<file path="src/rtl/univ_reg_pkg.sv">
// Shared mode encoding for the universal register cell and anything that drives it.
package univ_reg_pkg;

  localparam int MODE_W = 3;
  typedef logic [MODE_W-1:0] mode_t;

  localparam mode_t MODE_HOLD = 3'd0;
  localparam mode_t MODE_LOAD = 3'd1;
  localparam mode_t MODE_SHL  = 3'd2;
  localparam mode_t MODE_SHR  = 3'd3;
  localparam mode_t MODE_INC  = 3'd4;
  localparam mode_t MODE_DEC  = 3'd5;
  localparam mode_t MODE_CLR  = 3'd6;
  localparam mode_t MODE_SET  = 3'd7;

endpackage

</file>
<file path="src/rtl/univ_reg_cell_if.sv">
// Control/data bundle of one universal register cell; the driver uses master,
// the cell uses slave.
interface univ_reg_cell_if #(
  parameter int WIDTH = 8
);
  import univ_reg_pkg::*;

  logic             ena;
  mode_t            mode;
  logic [WIDTH-1:0] d;
  logic             sin_r;
  logic             sin_l;
  logic [WIDTH-1:0] q;
  logic [WIDTH-1:0] notq;
  logic             sout_l;
  logic             sout_r;
  logic             tc;

  modport master (
    output ena, mode, d, sin_r, sin_l,
    input  q, notq, sout_l, sout_r, tc
  );

  modport slave (
    input  ena, mode, d, sin_r, sin_l,
    output q, notq, sout_l, sout_r, tc
  );

endinterface

</file>
<file path="src/rtl/univ_reg_next.sv">
// Next-state and terminal-count function of the universal register cell.
// Build option: UNIV_REG_CELL_SAT_EN makes INC/DEC saturate instead of wrapping.
module univ_reg_next
  import univ_reg_pkg::*;
#(
  parameter int WIDTH = 8
) (
  input  mode_t            mode,
  input  logic [WIDTH-1:0] q,
  input  logic [WIDTH-1:0] d,
  input  logic             sin_l,
  input  logic             sin_r,
  output logic [WIDTH-1:0] q_next,
  output logic             tc
);

  localparam logic [WIDTH-1:0] ONES = '1;
  localparam logic [WIDTH-1:0] ONE  = {{(WIDTH-1){1'b0}}, 1'b1};

  logic at_max;
  logic at_min;

  assign at_max = (q == ONES);
  assign at_min = (q == '0);

  always_comb begin
    // NOTE: every output gets a default first so no path can infer a latch.
    q_next = q;
    tc     = 1'b0;
    case (mode)
      MODE_LOAD: q_next = d;
      MODE_SHL:  q_next = {q[WIDTH-2:0], sin_r};
      MODE_SHR:  q_next = {sin_l, q[WIDTH-1:1]};
      MODE_INC: begin
        tc = at_max;
`ifdef UNIV_REG_CELL_SAT_EN
        if (!at_max) q_next = q + ONE;
`else
        q_next = q + ONE;
`endif
      end
      MODE_DEC: begin
        tc = at_min;
`ifdef UNIV_REG_CELL_SAT_EN
        if (!at_min) q_next = q - ONE;
`else
        q_next = q - ONE;
`endif
      end
      MODE_CLR:  q_next = '0;
      MODE_SET:  q_next = ONES;
      default:   q_next = q;
    endcase
  end

endmodule

</file>
<file path="src/rtl/univ_reg_cell.sv">
// Universal WIDTH-bit register cell: hold/load/shift/count/clear/set per cycle.
// Build option: UNIV_REG_CELL_SAT_EN (saturating INC/DEC, handled in univ_reg_next).
module univ_reg_cell
  import univ_reg_pkg::*;
#(
  parameter int               WIDTH       = 8,
  parameter logic [WIDTH-1:0] RESET_VALUE = '0
) (
  input logic           clk,
  input logic           rst_n,
  univ_reg_cell_if.slave bus
);

  if (WIDTH < 2 || WIDTH > 32) begin : g_width_check
    $error("univ_reg_cell: WIDTH must be in 2..32");
  end

  logic [WIDTH-1:0] q_r;
  logic [WIDTH-1:0] q_next;
  logic             tc;

  univ_reg_next #(
    .WIDTH (WIDTH)
  ) u_next (
    .mode   (bus.mode),
    .q      (q_r),
    .d      (bus.d),
    .sin_l  (bus.sin_l),
    .sin_r  (bus.sin_r),
    .q_next (q_next),
    .tc     (tc)
  );

  // NOTE: state is updated with non-blocking assignments so every flop samples
  // pre-edge values, which is what makes chained cells shift in lockstep.
  always_ff @(posedge clk or negedge rst_n) begin
    if (!rst_n) begin
      q_r <= RESET_VALUE;
    end else if (bus.ena) begin
      q_r <= q_next;
    end
  end

  // tc is deliberately not gated by ena so a stalled counter still flags wrap.
  assign bus.q      = q_r;
  assign bus.notq   = ~q_r;
  assign bus.sout_l = q_r[WIDTH-1];
  assign bus.sout_r = q_r[0];
  assign bus.tc     = tc;

endmodule
</file>
<file path="src/flat_wrapper.sv">
// flat-port wrapper written by rule: the top's interface ports become plain ports
module univ_reg_cell_flat import univ_reg_pkg::*;
#(
  parameter int               WIDTH       = 8,
  parameter logic [WIDTH-1:0] RESET_VALUE = '0
)
  (clk, rst_n, bus_ena, bus_mode, bus_d, bus_sin_r, bus_sin_l, bus_q, bus_notq, bus_sout_l, bus_sout_r, bus_tc);
  univ_reg_cell_if #(.WIDTH(WIDTH)) bus_i ();
  input logic clk;
  input logic rst_n;
  input wire logic [$bits(bus_i.ena)-1:0] bus_ena;
  input wire logic [$bits(bus_i.mode)-1:0] bus_mode;
  input wire logic [$bits(bus_i.d)-1:0] bus_d;
  input wire logic [$bits(bus_i.sin_r)-1:0] bus_sin_r;
  input wire logic [$bits(bus_i.sin_l)-1:0] bus_sin_l;
  output wire logic [$bits(bus_i.q)-1:0] bus_q;
  output wire logic [$bits(bus_i.notq)-1:0] bus_notq;
  output wire logic [$bits(bus_i.sout_l)-1:0] bus_sout_l;
  output wire logic [$bits(bus_i.sout_r)-1:0] bus_sout_r;
  output wire logic [$bits(bus_i.tc)-1:0] bus_tc;
  assign bus_i.ena = bus_ena;
  assign bus_i.mode = bus_mode;
  assign bus_i.d = bus_d;
  assign bus_i.sin_r = bus_sin_r;
  assign bus_i.sin_l = bus_sin_l;
  assign bus_q = bus_i.q;
  assign bus_notq = bus_i.notq;
  assign bus_sout_l = bus_i.sout_l;
  assign bus_sout_r = bus_i.sout_r;
  assign bus_tc = bus_i.tc;
  univ_reg_cell #(.WIDTH(WIDTH), .RESET_VALUE(RESET_VALUE)) u_core (.clk(clk), .rst_n(rst_n), .bus(bus_i));
endmodule
</file>
<file path="config.mk">
export PLATFORM = sky130hd
export DESIGN_NAME = univ_reg_cell_flat
export DESIGN_NICKNAME = d
export VERILOG_FILES = /design/src/rtl/univ_reg_pkg.sv /design/src/rtl/univ_reg_cell_if.sv /design/src/rtl/univ_reg_next.sv /design/src/rtl/univ_reg_cell.sv /design/src/flat_wrapper.sv
export SDC_FILE = /design/constraint.sdc
export NUM_CORES = 1
export LEC_CHECK = 0
export CORE_ASPECT_RATIO = 0.7
export CORE_UTILIZATION = 42
export DETAILED_ROUTE_END_ITERATION = 10
export HOLD_SLACK_MARGIN = 0.1
export MAX_ROUTING_LAYER = met4
export PLACE_DENSITY = 0.83
export SYNTH_ARGS = -nofsm -noshare
export SYNTH_HDL_FRONTEND = slang
export SYNTH_SLANG_ARGS = --single-unit
</file>
<file path="constraint.sdc">
create_clock -name clk -period 1.91 [get_ports clk]
set_input_delay 0.382 -clock clk [delete_from_list [all_inputs] [get_ports clk]]
set_output_delay 0.382 -clock clk [all_outputs]
set_load 0.01 [all_outputs]
</file>
; ---- Word-level counts from Yosys, hierarchy flattened
; Index checks and enable logic that the tools add are counted.
[totals]
word_cells = 17
ff_bits = 8
romBits = 0
mem_bits_rw = 0
latchBits = 0
n_memories = 0
[classes]
magnitude_cmp = 0
muxes = 2
div_mod_pow = 0
mul = 0
n_bitwise = 1
add_sub_neg = 2
n_eq_ne = 8
shift = 0
n_reduce_logical = 3
[op_table]
columns = cell, n
row1 = 8-bit one-hot mux with 7 select lines, 1
row2 = "3-bit equality test, second input constant", 4
row3 = "8-bit by 1-bit adder with 8-bit output, second input constant", 1
row4 = "8-bit equality test, second input constant", 1
row5 = 8-bit zero test, 1
row6 = 8-bit NOT, 1
row7 = "8-bit by 1-bit subtractor with 8-bit output, second input constant", 1
row8 = 7-bit nonzero test, 1
row9 = "3-bit by 2-bit equality test with 1-bit output, second input constant", 2
row10 = "3-bit by 1-bit equality test with 1-bit output, second input constant", 1
row11 = 1-bit one-hot mux with 2 select lines, 1
row12 = 2-bit AND reduction, 1

; ---- Depth between registers and ports, before layout
[depth]
ltp_word = 3
mapped_depth = 10
mapped_depth_nobuf = 9

; ---- Modules after synthesis
; A second synthesis with hierarchy kept.
[unflattened]
cells_unflattened = 165
area_unflattened_um2 = 1267.5
[modules_own_cells]
columns = module, cells_each, instances, area_each_um2
row1 = univ_reg_next, 138, 1, 890.9
row2 = univ_reg_cell, 27, 1, 376.6

; ---- Worst setup path before layout
; No wires, ideal clock.
[synth_path]
path_kind = flip-flop to output port
startpoint = register u_core.q_r[2] (netlist: u_core.bus.q[2])
endpoint = output port bus_tc
n_path_buf = 1
setup_slack_ns = 0.010
arrival_ns = 1.518
path_stages_with_launch = 6
path_cell_list = dfrtp_1 buf_2 or3b_4 nor3_1 nand2_1 a21oi_1
[synth_between]
elab_chain_len = 2
word_cells_on_any_way = 3
[synth_rtl]
columns = element, line_no
row1 = start: declaration, univ_reg_cell.sv:18  ; logic [WIDTH-1:0] q_r;
row2 = start signal: assignment, univ_reg_cell.sv:40  ; q_r <= q_next;
row3 = 8-bit equality test or 8-bit zero test (tied branches), "univ_reg_next.sv:23, univ_reg_next.sv:24"
row4 = 1-bit one-hot mux with 2 select lines (*), univ_reg_next.sv:30  ; case (mode)
row5 = end: declaration, flat_wrapper.sv:20  ; output wire logic [$bits(bus_i.tc)-1:0] bus_tc;
; Every way passes the cells marked *; elsewhere a longest branch is shown, timed or not.

; ---- Final worst setup path
; Ends and elaborated chain as after synthesis.

==> results_dict.tcl <==
set metrics [dict create \
    status "finished, violations left" \
    violations "negative setup slack" \
    synth-seq-area-share 0.233 \
    wl_per_cell_um 15.5 \
    row_count 13 \
    drt-total-wl_um 3010 \
    worst_ep_required_time_ps 1530 \
    routabilityCongestion 0.903 \
    ir_drop_mv 0.504 \
    synth-simple-area-share 0.261 \
    largest_register_ffs 8 \
    dpl.hpwl_um 2230 \
    die_w_um 56.1 \
    cts_sinks 8 \
    synth_area_sq_um 860 \
    p_leak_nw 0.610 \
    yosys_most_used_dff "dfrtp_1" \
    io_pins 35 \
    grtUsageTotal 0.280 \
    final_util 0.782 \
    synth_adder_area_share 0.0146 \
    relSlewSlack 0.754 \
    cts-root-buf "clkbuf_4" \
    start_util 0.456 \
    grt_pass1_wl_um 4530 \
    clk_pin_slew_worst_paths_ps 50 \
    synth-xor-area-share 0.0204 \
    fillers 132 \
    r2r-start "u_core.bus.q[2]" \
    cts_tree "done" \
    synth_nets 133 \
    die-area_sq_um 2230 \
    ys_ff_latch 8 \
    hold_viol 0 \
    ys_warn_count 0 \
    synthCells 116 \
    vias 1114 \
    io_buffers 34 \
    grt_pass1_vias 936 \
    antenna_found_initial 0 \
    r2r_cells 7 \
    finalSetupViolCount 1 \
    rsz0062_at_grt "true" \
    drtIter0Drc 69 \
    drtPass1Iterations 4 \
    synthArstFlopShare 1.00 \
    synth_compound_area_frac 0.325 \
    layout_commonest_cell "buf_4" \
    start_kind "flop" \
    synth_edf_count 0 \
    drt-vias-per-instance 5.74 \
    layout-drive-gt1-share 0.302 \
    diodes 0 \
    grt_max_degree 22 \
    path_max_fanout 3 \
    drc 0 \
    endpoint_kind "output pin" \
    synthMuxAreaShare 0.0378 \
    synth.avg_cell_area_sq_um 7.41 \
    coreArea_sq_um 1890 \
    power-per-cell-area_nw_per_um2 648 \
    cp.arrival_ps 1540 \
    hp-class "input pin to asynchronous set/reset pin" \
    clk_path_buf_depth 2 \
    fmax_mhz 520 \
    cts_hold_buf 0 \
    grt_overflow_total 0 \
    maxCapViolCount 0 \
    die_y_um 39.9 \
    mostFrequentLayoutCells "buf_4 (30), clkdlybuf4s50_1 (29), nor2_1 (11)" \
    syn2layout_area_growth_pct 71.8 \
    nets 191 \
    tightest_slew_ps 368 \
    clk_latency_ps 250 \
    slew_viol_final 0 \
    min_period_ps 1920 \
    critPathLaunch "u_core.bus.q[2]" \
    h-tree-depth 1 \
    synth_top_family_by_area "compound AO/OA/AOI/OAI gates" \
    finalClockSkew_ps 0.749 \
    ant_nets 0 \
    timing.final.crit_share 1.01 \
    yosysUniqueCellTypes 37 \
    fin_ws_ps -13.6 \
    numCtsBuffers 3 \
    place_ws_ps -807 \
    whs_ps 412 \
    critPathKind "flop to output pin" \
]
==> cell families after synthesis <==
family	after synthesis
buf+inv	20
xor+xnor	2
simple gates	43
compound gates	39
fa+ha+maj	1
mux	3
flops	8
==> cell usage after synthesis, types with 2 or more instances <==
library cell / instances / area, sq um
nor2_1: 12 / 45.0
nand2_1: 9 / 33.8
a22oi_1: 8 / 60.1
dfrtp_1: 8 / 200
inv_1: 8 / 30.0
buf_2: 6 / 30.0
o21ai_0: 6 / 30.0
nand3_1: 5 / 25.0
o22ai_1: 5 / 31.3
a21oi_1: 4 / 20.0
nor3_1: 4 / 20.0
a31oi_1: 3 / 18.8
buf_4: 3 / 22.5
clkbuf_1: 3 / 11.3
nor2b_1: 3 / 18.8
o31ai_1: 3 / 22.5
mux2_2: 2 / 22.5
nand2b_1: 2 / 12.5
nand4_1: 2 / 12.5
o2bb2ai_1: 2 / 17.5
xnor2_1: 2 / 17.5
==> through the flow <==
stage	instances	power (W)	setup TNS, ps	instance area (sq um)
6_report	194	0.000956	-13.6	1480
5_1_grt	194	0.00101	-260	1480
4_1_cts	192	0.000934	-15.5	1430
3_5_place_dp	187	0.000785	-3110	1370
3_3_place_gp	187	0.000777	-2940	1370
2_1_floorplan	116	0.000486	0	860
==> where the power goes <==
group	total (W)	internal (W)	switching, W
clock	0.000127	0.0000717	0.0000551
combinational	0.000601	0.000317	0.000285
sequential	0.000228	0.000200	0.0000279
==> routing by layer <==
layer  vias up  track usage  share of wire
met5         -            -              0
met4         0       0.0549         0.0033
met3         2       0.0363          0.085
met2        63        0.429           0.46
met1       503        0.399           0.46
li1        546            -              -
==> layout make-up <==
class,count,area (sq um),share of cell area
multi-input combinational,88,624,0.423
timing repair buffer,65,571,0.386
sequential,8,201,0.136
inverter,8,30.0,0.0203
tap,22,27.5,0.0186
clock buffer,3,22.5,0.0153
==> what timing repair did <==
item                                   CTS  global route
endpoints found under the hold margin    0             0
pin swaps                                7             5
gates resized for setup                 16             7
buffers inserted                         2             2
setup endpoints to repair                5             5
==> worst paths after layout <==
| path | to | slack, ps |
|---|---|---|
| hold / removal | u_core.bus.q[2] | 410 |
| hold reg to reg | u_core.bus.q[2] | 670 |
| setup reg to reg | u_core.bus.q[4] | 100 |
| setup / recovery | bus_tc | -10 |
| max in group asynchronous | u_core.bus.q[0] | 1210 |
| min in group clk | u_core.bus.q[2] | 670 |
==> worst max-delay path, stage by stage (launching register included) <==
cell	delay [ps]
dfrtp_1	380
or3b_4	420
nor3_4	160
nand2_1	80
a21oi_1	120
buf_2	140
Power figures use the tool's default switching activity.
